File: src/rtl/seven_seg_scan.sv
// seven_seg_scan: drives a 4-digit common-anode multiplexed 7-segment display for a digital
// clock. It shows HH:MM or MM:SS, and the field being edited blinks. All outputs are
// registered, and only one scan digit is active at a time.
//
// Parameters
//   REFRESH_DIV  clk cycles per digit slot (>= 2)
//   BLINK_DIV    clk cycles per blink phase toggle (>= 2)
//
// Ports
//   clk        system clock, posedge
//   rst_n      asynchronous active-low reset
//   h2, h1     hour tens/ones BCD
//   m2, m1     minute tens/ones BCD
//   s2, s1     second tens/ones BCD
//   show_sec   0: HH:MM, 1: MM:SS
//   pos        edit cursor, 0 = minute field, 1 = hour field
//   edit_en    blink the field selected by pos
//   alarm_hit  light dp on digit 0
//   an         anode enables, active low, an[0] = rightmost digit
//   seg        segments {g,f,e,d,c,b,a}, active low
//   dp         decimal point, active low
module seven_seg_scan #(
  parameter int unsigned REFRESH_DIV = 100_000,
  parameter int unsigned BLINK_DIV   = 25_000_000
) (
  input  logic       clk,
  input  logic       rst_n,
  input  logic [3:0] h2,
  input  logic [3:0] h1,
  input  logic [3:0] m2,
  input  logic [3:0] m1,
  input  logic [3:0] s2,
  input  logic [3:0] s1,
  input  logic       show_sec,
  input  logic       pos,
  input  logic       edit_en,
  input  logic       alarm_hit,
  output logic [3:0] an,
  output logic [6:0] seg,
  output logic       dp
);

  localparam int unsigned RefW = (REFRESH_DIV > 1) ? $clog2(REFRESH_DIV) : 1;
  localparam int unsigned BlkW = (BLINK_DIV > 1) ? $clog2(BLINK_DIV) : 1;
  localparam logic [RefW-1:0] RefMax = RefW'(REFRESH_DIV - 1);
  localparam logic [BlkW-1:0] BlkMax = BlkW'(BLINK_DIV - 1);

  logic [RefW-1:0] ref_cnt_q, ref_cnt_d;
  logic [BlkW-1:0] blk_cnt_q, blk_cnt_d;
  logic [1:0]      idx_q, idx_d;
  logic            blink_ph_q, blink_ph_d;
  logic [3:0]      an_q, an_d;
  logic [6:0]      seg_q, seg_d;
  logic            dp_q, dp_d;

  logic            ref_wrap, blk_wrap;
  logic [3:0]      digit;
  logic            edited, blank;

  function automatic logic [6:0] decode(input logic [3:0] v);
    logic [6:0] s;
    unique case (v)
      4'd0:    s = 7'b1000000;
      4'd1:    s = 7'b1111001;
      4'd2:    s = 7'b0100100;
      4'd3:    s = 7'b0110000;
      4'd4:    s = 7'b0011001;
      4'd5:    s = 7'b0010010;
      4'd6:    s = 7'b0000010;
      4'd7:    s = 7'b1111000;
      4'd8:    s = 7'b0000000;
      4'd9:    s = 7'b0010000;
      default: s = 7'b1111111;
    endcase
    return s;
  endfunction

  // Slot and blink timers; both wraps may land in the same cycle.
  always_comb begin
    ref_wrap   = (ref_cnt_q == RefMax);
    blk_wrap   = (blk_cnt_q == BlkMax);
    ref_cnt_d  = ref_wrap ? '0 : ref_cnt_q + 1'b1;
    blk_cnt_d  = blk_wrap ? '0 : blk_cnt_q + 1'b1;
    idx_d      = ref_wrap ? idx_q + 2'd1 : idx_q;
    blink_ph_d = blk_wrap ? ~blink_ph_q : blink_ph_q;
  end

  // Digit mux, edit blanking and output decode for the current slot.
  always_comb begin
    digit  = 4'h0;
    edited = 1'b0;
    unique case (idx_q)
      2'd3: begin
        digit  = show_sec ? m2 : h2;
        edited = pos ^ show_sec;
      end
      2'd2: begin
        digit  = show_sec ? m1 : h1;
        edited = pos ^ show_sec;
      end
      2'd1: begin
        digit  = show_sec ? s2 : m2;
        edited = ~pos & ~show_sec;
      end
      default: begin
        digit  = show_sec ? s1 : m1;
        edited = ~pos & ~show_sec;
      end
    endcase

    blank = edit_en & ~blink_ph_q & edited;

    an_d  = ~(4'b0001 << idx_q);
    seg_d = decode(digit);
    dp_d  = 1'b1;
    if (idx_q == 2'd2) begin
      dp_d = ~blink_ph_q;   // colon pulse
    end else if (idx_q == 2'd0) begin
      dp_d = ~alarm_hit;
    end
    if (blank) begin
      an_d  = 4'b1111;
      seg_d = 7'h7F;
      dp_d  = 1'b1;
    end
  end

  always_ff @(posedge clk or negedge rst_n) begin
    if (!rst_n) begin
      ref_cnt_q  <= '0;
      blk_cnt_q  <= '0;
      idx_q      <= 2'd0;
      blink_ph_q <= 1'b1;
      an_q       <= 4'b1111;
      seg_q      <= 7'h7F;
      dp_q       <= 1'b1;
    end else begin
      ref_cnt_q  <= ref_cnt_d;
      blk_cnt_q  <= blk_cnt_d;
      idx_q      <= idx_d;
      blink_ph_q <= blink_ph_d;
      an_q       <= an_d;
      seg_q      <= seg_d;
      dp_q       <= dp_d;
    end
  end

  assign an  = an_q;
  assign seg = seg_q;
  assign dp  = dp_q;

endmodule

File: config.mk
export PLATFORM = sky130hd
export DESIGN_NAME = seven_seg_scan
export DESIGN_NICKNAME = d
export VERILOG_FILES = /design/src/rtl/seven_seg_scan.sv
export SDC_FILE = /design/constraint.sdc
export NUM_CORES = 1
export LEC_CHECK = 0
export CAP_MARGIN = 20
export CORE_ASPECT_RATIO = 1.1
export CORE_MARGIN = 5
export CORE_UTILIZATION = 40
export DETAILED_ROUTE_END_ITERATION = 16
export PLACE_DENSITY = 0.68
export SYNTH_ARGS = -nofsm -noshare
export SYNTH_HDL_FRONTEND = slang
export SYNTH_SLANG_ARGS = --single-unit
File: constraint.sdc
create_clock -name clk -period 6.3 [get_ports clk]
set_clock_uncertainty 0.2 [all_clocks]
set_input_delay 1.26 -clock clk [delete_from_list [all_inputs] [get_ports clk]]
set_output_delay 1.26 -clock clk [all_outputs]
set_load 0.05 [all_outputs]
=== Word level (Yosys, flattened, before mapping) ===
Memories as Yosys holds them, arrays and structs flattened.
Cells that the tools add are included.

* Order comparisons: 0
* $mul: 0
* $add $sub $neg: 3
* Equality and inequality tests: 5
* Div/mod/pow operators: 0
* Shifts and indexed selects: 1
* Bitwise logic cells: 9
* Mux-type cells: 13
* Reductions and logical operators: 2

{| class="wikitable"
|+ Operator list
! kind !! number
|-
| $add 25x1->25 const B || 1
|-
| $eq 25x25->1 const B || 1
|-
| $mux 25 || 1
|-
| $mux 4 || 5
|-
| $add 17x1->17 const B || 1
|-
| $eq 17x17->1 const B || 1
|-
| $mux 17 || 1
|-
| $pmux 4 s3 || 1
|-
| $mux 7 || 1
|-
| $eq 2x2->1 const B || 2
|-
| $mux 1 || 4
|-
| $not 1->1 || 4
|-
| $not 4->4 || 1
|-
| $shl 1x2->4 const A || 1
|-
| $and 1x1->1 || 3
|-
| $add 2x1->2 const B || 1
|-
| $eq 2x1->1 const B || 1
|-
| $logic_not 2->1 || 1
|-
| $reduce_or 2->1 || 1
|-
| $xor 1x1->1 || 1
|}

* Memory bits (read-only): 112
* Memory bits (writable): 0
* Memories kept: 1
* Input bits: 30
* Word-level logic and storage cells: 41
* Bits in latches: 0
* Output and inout port bits: 12
* Register bits after elaboration: 57

{| class="wikitable"
|+ Memory list
! memory !! depth !! width !! rd ports !! clocked after Yosys merged registers in !! wr ports !! line !! source
|-
| (no name shown) || 16 || 7 || 1 || 0 || 0 || 62 || <nowiki>unique case (v)</nowiki>
|}

=== Longest topological paths before layout ===
Gate-level depths: netlist of the first run.

* Word-level depth: 5
* Depth in mapped cells: 10
* Mapped depth without buffers: 9

=== Worst setup path after synthesis of the first run ===
OpenSTA, ideal clock, no wires.

* Path kind: input to register
* Start: input port show_sec
* End: register seg_q[1] (netlist: seg[1])
* Required time: 6.003 ns
* Library setup time: 0.097 ns
* Buffers on the path: 3
* Arrival time: 2.697 ns
* Setup slack: 3.306 ns
* Stages on the path: 8
* Cells stage by stage: buf_2 > buf_2 > inv_1 > ha_1 > mux2_2 > nand3b_1 > clkbuf_1 > o21ai_0

* Word-level cells in the longest chain between the ends: 5
* Elaborated cells between the ends (all ways): 12
* Classes of those cells: 7 x mux; 4 x bitwise; 1 x memory

{| class="wikitable"
|+ Ends and longest elaborated chain
! item !! line !! source
|-
| from (decl) || 34 || <nowiki>input logic show_sec,</nowiki>
|-
| branches (longest 4 deep; another with $mem_v2 16x7) || n/a ||
|-
| $mux 7 (*) || 121 || <nowiki>if (blank) begin</nowiki>
|-
| named net seg_d[1] || 53 || <nowiki>logic [6:0] seg_q, seg_d;</nowiki>
|-
| to (signal assigned) || 143 || <nowiki>seg_q <= seg_d;</nowiki>
|-
| to (decl) || 53 ||
|}

Mark *: on every way through the listed nets, which the timed path passes.
A chain may end at the register's enable or synchronous reset.

=== Worst setup path in the final report of the first run ===
Same ends and word-level chain as after synthesis.

==> results of run 1 <==
[metrics by stage]
step	instance area (um2)	hold WS, ps	power (mW)	setup WS, ps	utilization, %
finish	3770	284	0.937	2740	51.0
detailed placement	3490	275	0.477	2390	47.2
floorplan	3020	239	0.435	3310	-
CTS	3770	287	0.949	2750	51.0
global placement	3490	256	0.476	2470	47.2
global route	3770	305	0.971	2580	51.0
[layout make-up]
class                           count  area (um2)  share of cell area (%)
Multi-Input combinational cell    220        1490                    39.6
Inverter                            9        33.8                   0.897
Timing Repair Buffer               42         413                    11.0
Sequential cell                    57        1440                    38.3
Clock inverter                      5         125                    3.32
Tap cell                           87         109                    2.89
Clock buffer                       11         151                    4.02
[worst max-delay path, cell delays in order]
cell	delay, ps
sky130_fd_sc_hd__clkdlybuf4s50_1	910
sky130_fd_sc_hd__mux2_2	270
sky130_fd_sc_hd__a21oi_1	60
sky130_fd_sc_hd__a32oi_1	400
sky130_fd_sc_hd__inv_1	120
sky130_fd_sc_hd__ha_1	320
sky130_fd_sc_hd__and2_1	140
sky130_fd_sc_hd__o21ai_0	140
[flip-flops by register name, summed over array words and instances, names as in the netlist]
| register | count |
|---|---|
| an | 4 |
| ref_cnt_q | 17 |
| blink_ph_q | 1 |
| dp | 1 |
| idx_q | 2 |
| blk_cnt_q | 25 |
| seg | 7 |
[routing by layer]
| metal | GRT usage [%] | vias up |
|---|---|---|
| li1 | - | 1130 |
| met1 | 16.2 | 1099 |
| met2 | 22.9 | 31 |
| met3 | 4.18 | 9 |
| met4 | 5.07 | 0 |
| met5 | 0 | - |
[synth_stat cells, types with 2 or more instances]
cell type                  count  area (um2)
sky130_fd_sc_hd__dfrtp_1      44        1100
sky130_fd_sc_hd__nor2_1       25        93.8
sky130_fd_sc_hd__nand2_1      24        90.1
sky130_fd_sc_hd__nand3_1      24         120
sky130_fd_sc_hd__xnor2_1      23         201
sky130_fd_sc_hd__xor2_1       14         123
sky130_fd_sc_hd__dfstp_2      13         342
sky130_fd_sc_hd__ha_1         11         138
sky130_fd_sc_hd__o21ai_0      11        55.1
sky130_fd_sc_hd__and3_1        9        56.3
sky130_fd_sc_hd__inv_1         9        33.8
sky130_fd_sc_hd__mux2i_1       7        70.1
sky130_fd_sc_hd__nand4_1       7        43.8
sky130_fd_sc_hd__a21oi_1       6        30.0
sky130_fd_sc_hd__nor3_1        6        30.0
sky130_fd_sc_hd__nor4_1        6        37.5
sky130_fd_sc_hd__buf_2         5        25.0
sky130_fd_sc_hd__nor2b_1       5        31.3
sky130_fd_sc_hd__mux2_2        4        45.0
sky130_fd_sc_hd__a221oi_1      3        26.3
sky130_fd_sc_hd__a22oi_1       3        22.5
sky130_fd_sc_hd__nand3b_1      3        22.5
sky130_fd_sc_hd__a211oi_1      2        15.0
sky130_fd_sc_hd__a22o_1        2        17.5
sky130_fd_sc_hd__and4_1        2        17.5
sky130_fd_sc_hd__clkbuf_1      2        7.51
sky130_fd_sc_hd__o31a_1        2        17.5
sky130_fd_sc_hd__or3_1         2        12.5
sky130_fd_sc_hd__or4_1         2        15.0
[path summary, 6_finish.rpt]
kind	to	start	slack, ps
setup reg to reg	seg[1]	idx_q[0]	3630
hold / removal	ref_cnt_q[0]	ref_cnt_q[0]	280
min in group asynchronous	ref_cnt_q[14]	rst_n	820
setup / recovery	seg[1]	show_sec	2740
max in group asynchronous	blk_cnt_q[3]	rst_n	4560
hold reg to reg	ref_cnt_q[0]	ref_cnt_q[0]	280
[cell families (layout without fill, tap and decap cells)]
family / count (synthesis) / after routing
adders and majority gates: 11 / 11
DFF: 57 / 57
muxes: 11 / 11
xor gates and xnor gates: 37 / 37
AOI/OAI and AO/OA: 36 / 36
and+or+nand+nor: 125 / 125
buffers and inverters: 18 / 67
[where the power goes]
part | total [mW] | leakage [nW] | switching [mW] | internal [mW]
Clock | 0.468 | 0.140 | 0.144 | 0.324
Combinational | 0.0903 | 0.763 | 0.0521 | 0.0382
Sequential | 0.379 | 0.723 | 0.00164 | 0.377
Total | 0.937 | 1.63 | 0.198 | 0.739
==> impl_summary.txt, run 1 <==
----------------------------------------------------
[Placed design]
  Quantity of I/O buffers inserted on ports ... between 40 and 50
  DP HPWL ... 4210 um
  Placed Instances ... between 400 and 500
  Final RePlAce weighted congestion ... around 0.84

[Yosys]
  Number of synthesis warnings ... 0
  Dominant combinational cell family by area after synthesis ... simple AND/OR/NAND/NOR gates
  Total nets after synthesis ... about 340
  Count of distinct cell types in the synthesized netlist ... 48
  Mean cell area of the mapped netlist ... 10.2 um2
  XOR/XNOR Fraction of Synth Area ... between 10 and 15%
  Post-synthesis async set-or-reset flop share ... 100%
  Adder-cell share of the synthesized area ... between 4 and 5%
  Synth Instances ... 295
  Synth Area in Compound Gates ... 8.00%
  EDFF count, synth ... 0
  Multiplexer area fraction after synthesis ... 3.82%
  Post-Synthesis Cell Area ... 3020 um2
  Fraction of the yosys area taken by sequential cells ... 47.8%
  Main synth FF type ... sky130_fd_sc_hd__dfrtp_1
  Post-synthesis simple-gate area fraction ... 22.4%
  Number of register bits inferred by synthesis ... between 50 and 60

[Route]
  Met1 layer wirelength in the final routing ... 2640 um
  Number of design-rule violations left by the first detailed-router iteration ... between 100 and 150
  Top Metal Used ... met4
  Total DRC errors in the routed layout ... 0
  Detailed Routing Iterations Pass 1 ... 4
  Vias per Instance ... 5.26
  WL/cell ... roughly 14 um
  Post-detailed-routing wire length ... 5890 um
  Post-detailed-route count of antenna-violating nets ... 0
  Total vias in the final route ... 2269
  WL met2 ... 2930 um
  Met3 wire length ... 239 um

[Global routing]
  Vias in the first global route ... 2253
  Wire length of the first global-routing pass ... 10100 um
  Final global-route overflow total ... 0
  Antenna violations before repair ... 0
  Largest net degree at the start of global routing ... 58
  Global Route Usage Sum ... a little over an eighth

[Layout]
  Fraction of layout instances using a drive strength above 1 ... 11.6%
  Commonest non-fill, non-tap cell in the layout ... sky130_fd_sc_hd__dfrtp_1
  Antenna cell count ... 0
  Area delta synth->final ... 24.9%
  Net count, final ... 380
  Fillers ... 648
  Non-filler instance count after layout ... 431
  Leading cell types in the layout, fill and taps excluded ... 44 x sky130_fd_sc_hd__dfrtp_1, 40 x sky130_fd_sc_hd__clkdlybuf4s50_1, 25 x sky130_fd_sc_hd__nor2_1, 24 x sky130_fd_sc_hd__nand2_1, 24 x sky130_fd_sc_hd__nand3_1

[Floorplanning]
  Die Outline Area ... 9380 um2
  Die boundary height ... 101 um
  Placement row count ... 33
  Top-Level Pins ... 42
  Placeable core area ... 7390 um2
  Width of the chip ... between 90 and 100 um
  Effective utilization at floorplan ... 40.8%

[Worst setup path]
  Critical path launch point type ... input port
  Required time of the worst setup path ... 6360 ps
  Sort of element at the end of the critical path ... flip-flop
  Maximum fanout along the worst path ... 16
  Worst setup path category ... input port to flip-flop
  Data arrival time of the critical path ... 3620 ps
  R2R cell count ... 9

[Clock tree]
  Reg clk slew, reported paths ... 60 ps
  Post CTS Setup Buffer Count ... 0
  Clock Latency Late Sink ... 340 ps
  Clock tree from TritonCTS ... done
  Max clock buf depth ... 2
  Cell at the root of the clock tree ... sky130_fd_sc_hd__clkbuf_8
  CTS Buf Count ... 9
  Post-cts sizing count ... 0
  CTS H-Tree Depth ... 3
  TritonCTS Sinks ... 57
  CTS Hold Buffers Added ... 0

[STA]
  Final count of negative-setup-slack endpoints ... 0
  Normalized max-slew margin ... 45.6%
  Slew at the pin closest to its max-slew limit ... 810 ps
  Fin Setup TNS ... 0 ps
  Tcrit/Tclk final ... 56.5%
  Post-route minimum period ... ~3600 ps
  Max-slew violation count ... 0
  RSZ-0062 raised after global routing ... no
  Maximum achievable frequency ... 281 MHz
  Fin. Hold Viols ... 0

[Pwr]
  P_leak ... ~1.6 nW
  Worst voltage drop across the vdd grid ... ~0.28 mV
  Power per cell area ... 249 nW/um2

[Hold path]
  Cell depth of the worst hold path ... 1
  Min-delay worst type ... flip-flop to flip-flop

[Run]
  Count of maximum capacitance violations ... 0

[Run status]
  Status ... completed

----------------------------------------------------
(Power assumes the default switching activity.)
==> inputs of run 2 (changes only) <==
- PLACE_DENSITY: 0.68 -> 0.71
- clock period: 6.3 -> 2.95 ns (I/O delays scaled with it)
==> run 2 against run 1 <==
Effect of this change: critical path depth increased by 1; sequential power rose by 110%; die area unchanged; first-iteration DRC count is 31% higher; worst setup slack got worse by 2400 ps; sequential share of layout area is 0.53 points higher; flip-flop and latch count stayed put; critical path type is now flip-flop to flip-flop; largest cell class unchanged; highest routed layer unchanged.
==> impl_summary.txt, run 2 (synthesis gave the netlist of run 1 again) <==
----------------------------------------------------
[Worst setup path]
  Worst setup path category ... flip-flop to flip-flop
  Critical path launch point type ... flip-flop
  Required time of the worst setup path ... 3000 ps (-3360 ps)
  Maximum fanout along the worst path ... 9 (-7)
  Data arrival time of the critical path ... 2670 ps (-950 ps)
  Sort of element at the end of the critical path ... flip-flop

[Route]
  Post-detailed-routing wire length ... 5910 um (+0.41%)
  Total vias in the final route ... 2336 (+3.0%)
  Detailed Routing Iterations Pass 1 ... 4 (unchanged)
  Met1 layer wirelength in the final routing ... 2600 um (-1.7%)
  Post-detailed-route count of antenna-violating nets ... 0 (unchanged)
  WL/cell ... 13.5 um (-1.4%)
  Met3 wire length ... 217 um (-9.2%)
  WL met2 ... 2990 um (+1.8%)
  Top Metal Used ... met4
  Number of design-rule violations left by the first detailed-router iteration ... 136 (+31%)
  Total DRC errors in the routed layout ... 0 (unchanged)
  Vias per Instance ... 5.32 (+1.1%)

[Layout]
  Fraction of layout instances using a drive strength above 1 ... 13.1% (+1.4 points)
  Layout Cell Area excl Fill ... 3720 um2 (-1.4%)
  Register with the most flip-flops ... blk_cnt_q
  Net count, final ... 388 (+2.1%)
  Number of flip-flops in the largest register ... 25 (unchanged)
  Non-filler instance count after layout ... 439 (+1.9%)
  Commonest non-fill, non-tap cell in the layout ... sky130_fd_sc_hd__dfrtp_1
  Antenna cell count ... 0 (unchanged)
  Area delta synth->final ... 23.2%
  Leading cell types in the layout, fill and taps excluded ... 44 x sky130_fd_sc_hd__dfrtp_1, 40 x sky130_fd_sc_hd__clkdlybuf4s50_1, 25 x sky130_fd_sc_hd__nor2_1, 24 x sky130_fd_sc_hd__nand2_1, 24 x sky130_fd_sc_hd__nand3_1

[Clock tree]
  Cell at the root of the clock tree ... sky130_fd_sc_hd__clkbuf_8
  TritonCTS Sinks ... 57 (unchanged)
  Max clock buf depth ... 2 (unchanged)
  Reg clk slew, reported paths ... 70 ps (about the same)
  Post CTS Setup Buffer Count ... 0 (unchanged)
  CTS Hold Buffers Added ... 0 (unchanged)
  CTS Buf Count ... 9 (unchanged)
  Clock Latency Late Sink ... 330 ps (about the same)
  Clock tree from TritonCTS ... done
  CTS H-Tree Depth ... 3 (unchanged)
  Post-cts sizing count ... 0 (unchanged)

[Floorplanning]
  Placeable core area ... 7390 um2 (unchanged)
  Die Outline Area ... 9380 um2 (unchanged)
  Effective utilization at floorplan ... 40.8% (unchanged)
  Die boundary height ... 101 um (unchanged)
  Placement row count ... 33 (unchanged)
  Top-Level Pins ... 42 (unchanged)
  Width of the chip ... 92.8 um (unchanged)

[Global routing]
  Wire length of the first global-routing pass ... 10600 um (+4.4%)
  Global Route Usage Sum ... 14.0% (+0.48 points)
  Largest net degree at the start of global routing ... 33 (-43%)
  Final global-route overflow total ... 0 (unchanged)
  Antenna violations before repair ... 0 (unchanged)
  Vias in the first global route ... 2432 (+7.9%)

[STA]
  RSZ-0062 raised after global routing ... no
  Tcrit/Tclk final ... between 80% and 90%
  Post-route minimum period ... roughly 2600 ps
  Normalized max-slew margin ... 53.7% (+8.1 points)
  Fin Setup TNS ... 0 ps (unchanged)
  Max-slew violation count ... 0 (unchanged)
  Fin. Hold Viols ... 0 (unchanged)
  Slew at the pin closest to its max-slew limit ... 695 ps (-115 ps)
  Maximum achievable frequency ... 382 MHz
  Final count of negative-setup-slack endpoints ... 0 (unchanged)

[Run status]
  Status ... completed

[Run]
  Count of maximum capacitance violations ... 0 (unchanged)

[Placed design]
  Placed Instances ... 423 (+1.9%)
  Final RePlAce weighted congestion ... 0.860 (+2.7%)
  Quantity of I/O buffers inserted on ports ... 41 (unchanged)
  Placed Instance Area ... 3550 um2 (+1.7%)
  DP HPWL ... 4510 um (+7.0%)

[Hold path]
  Min-delay worst type ... input port to asynchronous set/reset pin

[Pwr]
  Worst voltage drop across the vdd grid ... 0.267 mV (-3.6%)
  P_leak ... 1.62 nW (-0.63%)
  Total design power ... 1.62 mW (+73%)
  Power per cell area ... 435 nW/um2 (+75%)

----------------------------------------------------
## run 2: cell types whose count changed in the layout (fill, tap and decap cells not counted)
| cell | delta |
|---|---|
| sky130_fd_sc_hd__clkbuf_8 | -1 |
| sky130_fd_sc_hd__buf_4 | +8 |
| sky130_fd_sc_hd__clkinv_2 | +3 |
| sky130_fd_sc_hd__clkbuf_1 | +2 |
| sky130_fd_sc_hd__bufinv_16 | -4 |
## run 2: path summary, 6_finish.rpt
check,start,slack [ps],to,cells past startpoint
hold / removal,rst_n,100,ref_cnt_q[14],1
hold reg to reg,blk_cnt_q[4],270,blk_cnt_q[4],1
min in group clk,blk_cnt_q[4],270,blk_cnt_q[4],1
setup / recovery,idx_q[0],340,seg[1],9
setup reg to reg,idx_q[0],340,seg[1],9
max in group asynchronous,rst_n,1710,seg[5],2
## run 2: layer usage
layer  GRT usage (%)  up-vias
met1            16.4     1127
met3            4.56       10
met5               0        -
met2            23.4       50
li1                -     1149
met4            6.43        0
## run 2: per-stage QoR
step	hold WS (ps)	util [%]	setup slack (ps)
floorplan	94.4	-	626
global placement	254	48.0	227
finish	103	50.3	335
global route	156	50.3	110
CTS	118	50.3	340
detailed placement	258	48.0	159
## run 2: layout make-up
cell class              instances  area (um2)
well taps                      87         109
clock buffers                  12         145
clock inverters                 4        20.0
fillers                       641        3670
inverters                       9        33.8
flip-flops and latches         57        1440
repair buffers                 50         473
multi-input cells             220        1490
## run 2: worst max-delay path: stages (launching register included)
cell and delay (ps):
sky130_fd_sc_hd__dfrtp_1 400, sky130_fd_sc_hd__inv_1 150, sky130_fd_sc_hd__ha_1 400, sky130_fd_sc_hd__a22o_1 190, sky130_fd_sc_hd__nand2_1 50, sky130_fd_sc_hd__a32oi_1 380
sky130_fd_sc_hd__inv_1 140, sky130_fd_sc_hd__ha_1 330, sky130_fd_sc_hd__and2_1 150, sky130_fd_sc_hd__o21ai_0 140
## run 2: power by group
part	total [mW]	switching, mW	internal (mW)
Clock	0.608	0.287	0.322
Combinational	0.200	0.114	0.0856
Sequential	0.809	0.00278	0.806
